**src/rtl/led_pulse_stretcher_pkg.sv**
```systemverilog
`default_nettype none
// ============================================================================
// Module      : led_pulse_stretcher_pkg
// Description : Shared types and elaboration helpers for the LED pulse
//               stretcher: per-channel state encoding and counter range check.
// Revision    : 1.0  initial release
// ============================================================================
package led_pulse_stretcher_pkg;

  // Per-channel flash state.
  typedef enum logic [1:0] {
    ST_IDLE = 2'd0,
    ST_ON   = 2'd1,
    ST_GAP  = 2'd2
  } stretch_state_t;

  // Widest counter the range helper can evaluate without overflow.
  localparam int MAX_CNT_WIDTH = 31;

  // A duration of CYCLES fits a WIDTH-bit counter when 1 <= CYCLES <= 2^WIDTH,
  // because the counter only ever has to reach CYCLES-1.
  function automatic bit cycles_in_range(input longint cycles, input int width);
    if (width < 1 || width > MAX_CNT_WIDTH) begin
      return 1'b0;
    end
    return (cycles >= 1) && (cycles <= (longint'(1) << width));
  endfunction

endpackage
`default_nettype wire

```
**src/rtl/led_pulse_stretcher_channel.sv**
```systemverilog
`default_nettype none
// ============================================================================
// Module      : stretch_channel
// Description : One LED channel: IDLE/ON/GAP state machine, duration counter
//               and single-deep pending flag.
//   clk   in  system clock
//   rst_n in  asynchronous active-low reset
//   trig  in  event strobe
//   led   out stretched LED drive (registered)
//   busy  out channel in ON or GAP (registered)
//   drop  out one-cycle pulse when a trigger is discarded (registered)
// Revision    : 1.0  initial release
// ============================================================================
module stretch_channel
  import led_pulse_stretcher_pkg::*;
#(
  parameter int HOLD_CYCLES = 255,
  parameter int GAP_CYCLES  = 63,
  parameter int CNT_WIDTH   = 8,
  parameter int RETRIGGER   = 0
) (
  input  logic clk,
  input  logic rst_n,
  input  logic trig,
  output logic led,
  output logic busy,
  output logic drop
);

  localparam logic [CNT_WIDTH-1:0] HOLD_LAST = CNT_WIDTH'(HOLD_CYCLES - 1);
  localparam logic [CNT_WIDTH-1:0] GAP_LAST  = CNT_WIDTH'(GAP_CYCLES - 1);
  localparam bit                   RETRIG_EN = (RETRIGGER != 0);

  stretch_state_t       state_q, state_d;
  logic [CNT_WIDTH-1:0] cnt_q, cnt_d;
  logic                 pend_q, pend_d;
  logic                 led_q, led_d;
  logic                 busy_q, busy_d;
  logic                 drop_q, drop_d;

  always_comb begin
    state_d = state_q;
    cnt_d   = cnt_q;
    pend_d  = pend_q;
    drop_d  = 1'b0;

    case (state_q)
      ST_IDLE: begin
        if (trig) begin
          state_d = ST_ON;
          cnt_d   = '0;
        end
      end

      ST_ON: begin
        // A restart wins over the end-of-hold transition, so a trigger on
        // the final ON cycle extends the flash instead of ending it.
        if (trig && RETRIG_EN) begin
          cnt_d = '0;
        end else if (cnt_q == HOLD_LAST) begin
          state_d = ST_GAP;
          cnt_d   = '0;
        end else begin
          cnt_d = cnt_q + 1'b1;
        end
        if (trig && !RETRIG_EN) begin
          if (pend_q) drop_d = 1'b1;
          else        pend_d = 1'b1;
        end
      end

      ST_GAP: begin
        if (cnt_q == GAP_LAST) begin
          // A trigger here is consumed directly; it never lands in pending.
          cnt_d  = '0;
          pend_d = 1'b0;
          if (pend_q || trig) state_d = ST_ON;
          else                state_d = ST_IDLE;
        end else begin
          cnt_d = cnt_q + 1'b1;
          if (trig) begin
            if (pend_q) drop_d = 1'b1;
            else        pend_d = 1'b1;
          end
        end
      end

      default: begin
        state_d = ST_IDLE;
        cnt_d   = '0;
        pend_d  = 1'b0;
      end
    endcase

    // Outputs follow the next state so they are registered alongside it.
    led_d  = (state_d == ST_ON);
    busy_d = (state_d != ST_IDLE);
  end

  always_ff @(posedge clk or negedge rst_n) begin
    if (!rst_n) begin
      state_q <= ST_IDLE;
      cnt_q   <= '0;
      pend_q  <= 1'b0;
      led_q   <= 1'b0;
      busy_q  <= 1'b0;
      drop_q  <= 1'b0;
    end else begin
      state_q <= state_d;
      cnt_q   <= cnt_d;
      pend_q  <= pend_d;
      led_q   <= led_d;
      busy_q  <= busy_d;
      drop_q  <= drop_d;
    end
  end

  assign led  = led_q;
  assign busy = busy_q;
  assign drop = drop_q;

endmodule
`default_nettype wire

```
**src/rtl/led_pulse_stretcher.sv**
```systemverilog
`default_nettype none
// ============================================================================
// Module      : led_pulse_stretcher
// Description : N_CH independent LED pulse stretchers turning single-cycle
//               event strobes into flashes with a minimum on-time and a
//               forced off-gap.
//   clk   in  system clock
//   rst_n in  asynchronous active-low reset
//   trig  in  [N_CH] event strobes
//   led   out [N_CH] stretched LED drive (registered)
//   busy  out [N_CH] channel in ON or GAP (registered)
//   drop  out [N_CH] discarded-trigger pulses (registered)
// Revision    : 1.0  initial release
// ============================================================================
module led_pulse_stretcher
  import led_pulse_stretcher_pkg::*;
#(
  parameter int N_CH        = 4,
  parameter int HOLD_CYCLES = 255,
  parameter int GAP_CYCLES  = 63,
  parameter int CNT_WIDTH   = 8,
  parameter int RETRIGGER   = 0
) (
  input  logic            clk,
  input  logic            rst_n,
  input  logic [N_CH-1:0] trig,
  output logic [N_CH-1:0] led,
  output logic [N_CH-1:0] busy,
  output logic [N_CH-1:0] drop
);

  if (!cycles_in_range(longint'(HOLD_CYCLES), CNT_WIDTH)) begin : g_bad_hold
    $fatal(1, "led_pulse_stretcher: HOLD_CYCLES out of range for CNT_WIDTH");
  end
  if (!cycles_in_range(longint'(GAP_CYCLES), CNT_WIDTH)) begin : g_bad_gap
    $fatal(1, "led_pulse_stretcher: GAP_CYCLES out of range for CNT_WIDTH");
  end

  for (genvar i = 0; i < N_CH; i++) begin : g_ch
    stretch_channel #(
      .HOLD_CYCLES (HOLD_CYCLES),
      .GAP_CYCLES  (GAP_CYCLES),
      .CNT_WIDTH   (CNT_WIDTH),
      .RETRIGGER   (RETRIGGER)
    ) u_channel (
      .clk   (clk),
      .rst_n (rst_n),
      .trig  (trig[i]),
      .led   (led[i]),
      .busy  (busy[i]),
      .drop  (drop[i])
    );
  end

endmodule
`default_nettype wire

```
**config.mk**
```make
export PLATFORM = sky130hd
export DESIGN_NAME = led_pulse_stretcher
export DESIGN_NICKNAME = d
export VERILOG_FILES = /design/src/rtl/led_pulse_stretcher_pkg.sv /design/src/rtl/led_pulse_stretcher_channel.sv /design/src/rtl/led_pulse_stretcher.sv
export SDC_FILE = /design/constraint.sdc
export NUM_CORES = 1
export LEC_CHECK = 0
export CAP_MARGIN = 10
export CORE_AREA = 2 2 85 87
export DETAILED_ROUTE_END_ITERATION = 6
export DIE_AREA = 0 0 87 89
export PLACE_DENSITY_LB_ADDON = 0.1
export SYNTH_ARGS = -nofsm -noshare
export SYNTH_HDL_FRONTEND = slang
export SYNTH_SLANG_ARGS = --single-unit
```
**constraint.sdc**
```tcl
create_clock -name clk -period 2 [get_ports clk]
set_input_delay 0.6 -clock clk [delete_from_list [all_inputs] [get_ports clk]]
set_output_delay 0.6 -clock clk [all_outputs]
set_load 0.05 [all_outputs]
```
==> results.cfg, run 1 <==
[routing]
wirelength_mm = 6.28
drc = 0
drt-vias-per-instance = 5.50
drt_first_pass_iters = 7
wl_per_cell_um = 13.5
ant_nets = 0
first_iter_violations = 67
num_vias = 2554

[power]
leakage_nw = 1.75
power_mw = 3.73
powerDensity_mw_per_mm2 = 968
vdd_drop_max_v = 0.000630

[worst_setup_path]
reg2reg_to = g_ch[0].u_channel.cnt_q[3]$_DFFE_PN0P_
crit_fanout = 4
cp-startpoint = g_ch[0].u_channel.state_q[1]$_DFF_PN0_
worstPathArrival_ns = 2.16
required_ns = 2.23
start_kind = flip-flop
critical_path_class = flip-flop to flip-flop
endpoint = g_ch[0].u_channel.cnt_q[3]$_DFFE_PN0P_
r2r_slack_ns = 0.06
r2r-start = g_ch[0].u_channel.state_q[1]$_DFF_PN0_
r2r_cells = 7
critical_path.endpoint_type = flip-flop

[yosys]
async_flop_share_pct = 100
syn_avg_cell_area_sq_um = 9.62
synth-edff-count = 0
synth_cells = 344
ys_seq_area_share_pct = 42.3
synthFlopType = dfrtp_1
syn_area_sq_mm = 0.00331
ys_types = 60
ys_ff_latch = 56
ys_warn_count = 0
synth_fp_nets = 374

[floorplanning]
die-area_sq_mm = 0.00774
fp-row-count = 30
core_area_sq_mm = 0.00672
die_x_um = 87
initial_core_util_pct = 49.3
ios = 18
die_h_um = 89

[timing]
tightest_slew_ns = 0.444
hold_viol_final = 0
setup_ws_ns = 0.0633
max_freq_mhz = 516
slew-limit-headroom_pct = 70.2
finalCritPeriodShare_pct = 96.8
rsz0062_at_grt = true
drv_slew = 0
fin_skew_ns = 0.00393
period_needed_ns = 1.94
setup_viol = 0

[run]
max_cap_violations = 0

[layout]
final_cells = 464
final_area_sq_mm = 0.00385
fin_util_pct = 57.4
num_antenna_cells = 0
layout-drive-gt1-share_pct = 20.3
area_delta_synth_final_pct = 16.5
nets = 414

[clock_network]
ctsRootBufferMaster = clkbuf_8
clk_path_buf_depth = 2
clock_latency_ns = 0.31
htreeDepth = 2
cts_tree = done
cts_hold_buf = 0
clk_pin_slew_ns = 0.10
cts_buffers = 5
cts_sinks = 56

[placed_design]
post-dp-hpwl_mm = 4.66
place_area_sq_mm = 0.00364
dp_cells = 451
port_buffers = 17
place_ws_ns = 0.000121
gp_congestion = 0.850

[outcome]
outcome = finished, final reports clean

[grt]
grt_usage_pct = 17.4
gr-total-overflow = 0
grt_max_degree = 20
antenna_found_initial = 0
grt_pass1_vias = 2416
grt_pass1_wl_mm = 10.9

[worst_hold_path]
min_path_type = primary input to async pin
==> flip-flops by register name, indices dropped and copies added, names as in the netlist <==
| register | flops |
|---|---|
| g_ch.u_channel.cnt_q | 32 |
| g_ch.u_channel.busy | 4 |
| g_ch.u_channel.pend_q | 4 |
| g_ch.u_channel.drop | 4 |
| g_ch.u_channel.state_q | 8 |
| g_ch.u_channel.led | 4 |
==> worst max-delay path: stages, from the launching register on <==
cell,delay [ns]
dfrtp_1,0.43
inv_2,0.07
ha_2,0.18
and4b_1,0.23
a211oi_4,0.27
nand2_1,0.10
or4_1,0.47
o21ai_0,0.10
==> what timing repair did <==
item / in CTS / in global routing
buffers inserted: 0 / 6
endpoints found under the setup margin: 1 / 11
resized for setup: 1 / 8
pin swaps: 0 / 2
==> power breakdown <==
group	switching (mW)	internal (mW)
combinational	0.799	0.602
clock	0.366	0.493
sequential	0.150	1.32
==> how the worst min path moves through the flow <==
| stage | cells past startpoint | to | slack [ns] | from |
|---|---|---|---|---|
| floorplan | 0 | g_ch[0].u_channel.busy$_DFF_PN0_ | 0.30 | rst_n |
| global placement | 1 | g_ch[2].u_channel.pend_q$_DFFE_PN0P_ | 0.50 | g_ch[2].u_channel.pend_q$_DFFE_PN0P_ |
| detailed placement | 1 | g_ch[0].u_channel.pend_q$_DFFE_PN0P_ | 0.50 | g_ch[0].u_channel.pend_q$_DFFE_PN0P_ |
| CTS | 1 | g_ch[1].u_channel.drop$_DFF_PN0_ | 0.18 | rst_n |
| global route | 1 | g_ch[1].u_channel.drop$_DFF_PN0_ | 0.19 | rst_n |
| finish | 1 | g_ch[1].u_channel.drop$_DFF_PN0_ | 0.18 | rst_n |
==> Yosys cell counts (2+ instances only) <==
cell,number,area [sq um]
ha_1,24,300
nor2b_1,12,75.1
and3_1,8,50.1
a31oi_1,4,25.0
nor3_1,5,25.0
o21ai_2,2,17.5
and4bb_2,2,25.0
o31ai_1,8,60.1
o22a_1,2,17.5
nor2_1,15,56.3
xor2_1,4,35.0
clkbuf_1,4,15.0
nand4_1,7,43.8
xnor2_1,2,17.5
a21boi_0,2,15.0
inv_1,25,93.8
a22o_1,2,17.5
nand3_1,16,80.1
o2bb2ai_1,2,17.5
o21ai_0,17,85.1
o2111ai_1,2,17.5
dfrtp_1,56,1400
a21o_1,6,45.0
a31o_2,2,17.5
or3_1,6,37.5
buf_6,2,22.5
or4_1,2,15.0
o311ai_1,3,26.3
o22ai_1,3,18.8
nand2b_1,8,50.1
nand2_1,31,116
a21oi_1,20,100
or2_2,2,12.5
buf_4,12,90.1
==> layout make-up <==
cell class | count | area (sq um)
clock buffer | 5 | 68.8
fill | 597 | 2860
tap | 80 | 100
inverter | 25 | 93.8
sequential | 56 | 1400
timing repair buffer | 51 | 403
clock inverter | 2 | 60.1
multi-input combinational | 245 | 1730
==> kinds of logic (layout without fill, tap and decap cells) <==
family / Yosys count / in the layout / share of synthesized area, %
buffers and inverters: 43 / 83 / 6.69
adders and majority gates: 24 / 24 / 9.07
and+or+nand+nor: 123 / 123 / 20.0
muxes: 1 / 1 / 0.302
xor gates and xnor gates: 6 / 6 / 1.59
AOI/OAI and AO/OA: 91 / 91 / 20.0
DFF: 56 / 56 / 42.3
==> per-stage QoR <==
step | setup TNS, ns | hold slack (ns)
finish | 0 | 0.177
global route | -0.116 | 0.194
CTS | 0 | 0.182
detailed placement | 0 | 0.505
global placement | 0 | 0.499
floorplan | 0 | 0.304
==> cell usage in the layout (no fill, tap or decap), types with 3 or more instances in the layout <==
master	Yosys	routed
nand2_1	31	31
o21ai_0	17	17
nor2b_1	12	12
inv_1	25	24
a21o_1	6	6
a21oi_1	20	20
nand3_1	16	16
or3_1	6	6
a31oi_1	4	4
o22ai_1	3	3
nor2_1	15	15
o311ai_2	1	3
ha_1	24	22
o31ai_1	8	8
clkdlybuf4s50_1	0	4
clkbuf_8	0	5
nand2b_1	8	7
nand4_1	7	7
nor3_1	5	5
xor2_1	4	4
dfrtp_1	56	56
buf_4	12	45
and3_1	8	8
==> layer usage <==
metal  routed length [um]  share of wire, %  GRT usage [%]
met1                 3050                49           23.1
met2                 3010                48           29.6
met3                  141               2.2           3.05
met4                   78               1.2           4.40
met5                    0                 0              0
No activity file was read; power rests on OpenSTA's default activity.
==> run 2: changes to the inputs <==
GPL_TIMING_DRIVEN = 0   (was default)
==> run 2 against run 1 <==
Net effect: routed wire length down 0.88%; global-route usage up 0.073 points; largest power group unchanged; final area down 1.8%; largest cell class unchanged; register-to-register slack better by 0.04 ns; highest routed layer unchanged; worst setup slack better by 0.036 ns; sequential cell count unchanged; die area unchanged.
==> results.cfg, run 2 (synthesized netlist as in run 1, its figures left out) <==
[timing]
hold_slack_ns = 0.220
fin_skew_ns = 0.00525
finalCritPeriodShare_pct = 95.0
period_needed_ns = 1.90
setup_viol = 0
drv_slew = 0
tightest_slew_ns = 0.490
hold_viol_final = 0
slew-limit-headroom_pct = 67.4
rsz0062_at_grt = true
max_freq_mhz = 526

[floorplanning]
die-area_sq_mm = 0.00774
ios = 18
die_h_um = 89
die_x_um = 87
core_area_sq_mm = 0.00672
initial_core_util_pct = 49.3
fp-row-count = 30

[grt]
grt_pass1_vias = 2471
grt_usage_pct = 17.5
grt_pass1_wl_mm = 11.0
gr-total-overflow = 0
grt_max_degree = 40
antenna_found_initial = 0

[layout]
regMostFlops = g_ch.u_channel.cnt_q
area_delta_synth_final_pct = 14.4
final_cells = 454
largestRegisters = g_ch.u_channel.cnt_q (32), g_ch.u_channel.state_q (8)
layout-drive-gt1-share_pct = 16.6
largest_register_ffs = 32
mostFrequentLayoutCell = dfrtp_1
final_cell_mix = dfrtp_1, nand2_1, inv_1
num_antenna_cells = 0
nets = 404

[clock_network]
cts_sinks = 56
cts_tree = done
htreeDepth = 2
ctsRootBufferMaster = clkbuf_8
clk_path_buf_depth = 2
cts_buffers = 5
clk_pin_slew_ns = 0.10
clock_latency_ns = 0.30

[routing]
num_vias = 2549
wirelength_mm = 6.23
first_iter_violations = 116
drc = 0
drt-vias-per-instance = 5.61
wl_per_cell_um = 13.7
ant_nets = 0
drt_first_pass_iters = 4

[power]
power_mw = 3.40
powerDensity_mw_per_mm2 = 897
leakage_nw = 1.66
vdd_drop_max_v = 0.000489

[worst_setup_path]
critical_path_class = flip-flop to flip-flop
worstPathArrival_ns = 2.07
required_ns = 2.17
crit_fanout = 5
start_kind = flip-flop
critical_path.endpoint_type = flip-flop
r2r_cells = 6

[placed_design]
gp_congestion = 0.803
port_buffers = 17
post-dp-hpwl_mm = 4.37
dp_cells = 442

[run]
max_cap_violations = 0

[outcome]
outcome = finished, final reports clean

[worst_hold_path]
min_path_type = primary input to async pin
[run 2: layout make-up]
| type | count | area, sq um |
|---|---|---|
| plain buffers | 17 | 125 |
| clock buffers | 6 | 72.6 |
| clock inverters | 1 | 5.00 |
| fillers | 592 | 2930 |
| inverters | 25 | 93.8 |
| multi-input cells | 245 | 1770 |
| flip-flops and latches | 56 | 1400 |
| well taps | 80 | 100 |
| repair buffers | 24 | 215 |
[run 2: final timing paths]
check	startpoint	endpoint	slack, ns
min reg2reg	g_ch[2].u_channel.pend_q$_DFFE_PN0P_	g_ch[2].u_channel.pend_q$_DFFE_PN0P_	0.52
max in group asynchronous	rst_n	g_ch[0].u_channel.state_q[0]$_DFF_PN0_	1.22
min	rst_n	g_ch[1].u_channel.pend_q$_DFFE_PN0N_	0.22
max	g_ch[0].u_channel.cnt_q[0]$_DFFE_PN0P_	g_ch[0].u_channel.busy$_DFF_PN0_	0.1
max reg2reg	g_ch[0].u_channel.cnt_q[0]$_DFFE_PN0P_	g_ch[0].u_channel.busy$_DFF_PN0_	0.1
min in group clk	g_ch[2].u_channel.pend_q$_DFFE_PN0P_	g_ch[2].u_channel.pend_q$_DFFE_PN0P_	0.52
[run 2: through the flow]
step	setup slack [ns]	setup TNS, ns	cell area [sq um]	utilization (%)
after floorplan	0.139	0	3310	-
after global placement	-1.48	-84.35	3580	53.3
after detailed placement	-0.296	-1.92	3590	53.5
after CTS	-0.00854	-0.00854	3670	54.6
after global routing	-0.0151	-0.0306	3790	56.4
final	0.0993	0	3790	56.4
[run 2: what timing repair did]
item | CTS | global route
setup buffers | 1 | 5
pin swaps | 2 | 5
setup endpoints to repair | 17 | 26
endpoints found under the hold margin | 0 | 0
hold buffers | 0 | 0
cloned | 0 | 0
gates resized for setup | 15 | 23
[run 2: worst max-delay path: stages, from the launching register on]
cell	delay, ns
dfrtp_1	0.42
inv_1	0.07
ha_2	0.17
nand3_1	0.11
or4b_4	0.58
a31oi_1	0.30
a221oi_1	0.12
[run 2: power breakdown]
group	internal, mW	switching, mW
sequential	1.32	0.215
combinational	0.530	0.731
clock	0.240	0.359
total	2.09	1.31
[run 2: routing by layer]
layer  track usage [%]  share of wire (%)  up-vias
li1                  -                  -     1276
met1              23.4                 49     1240
met2              29.6                 48       31
met3              2.31                2.0        2
met4              5.40               0.50        0
met5                 0                  0        -
==> run 3: changes to the inputs <==
CTS_CLUSTER_SIZE = 10   (was default)
==> results of run 3 <==
The final DEF is identical to that of run 2; final timing and power are the same.
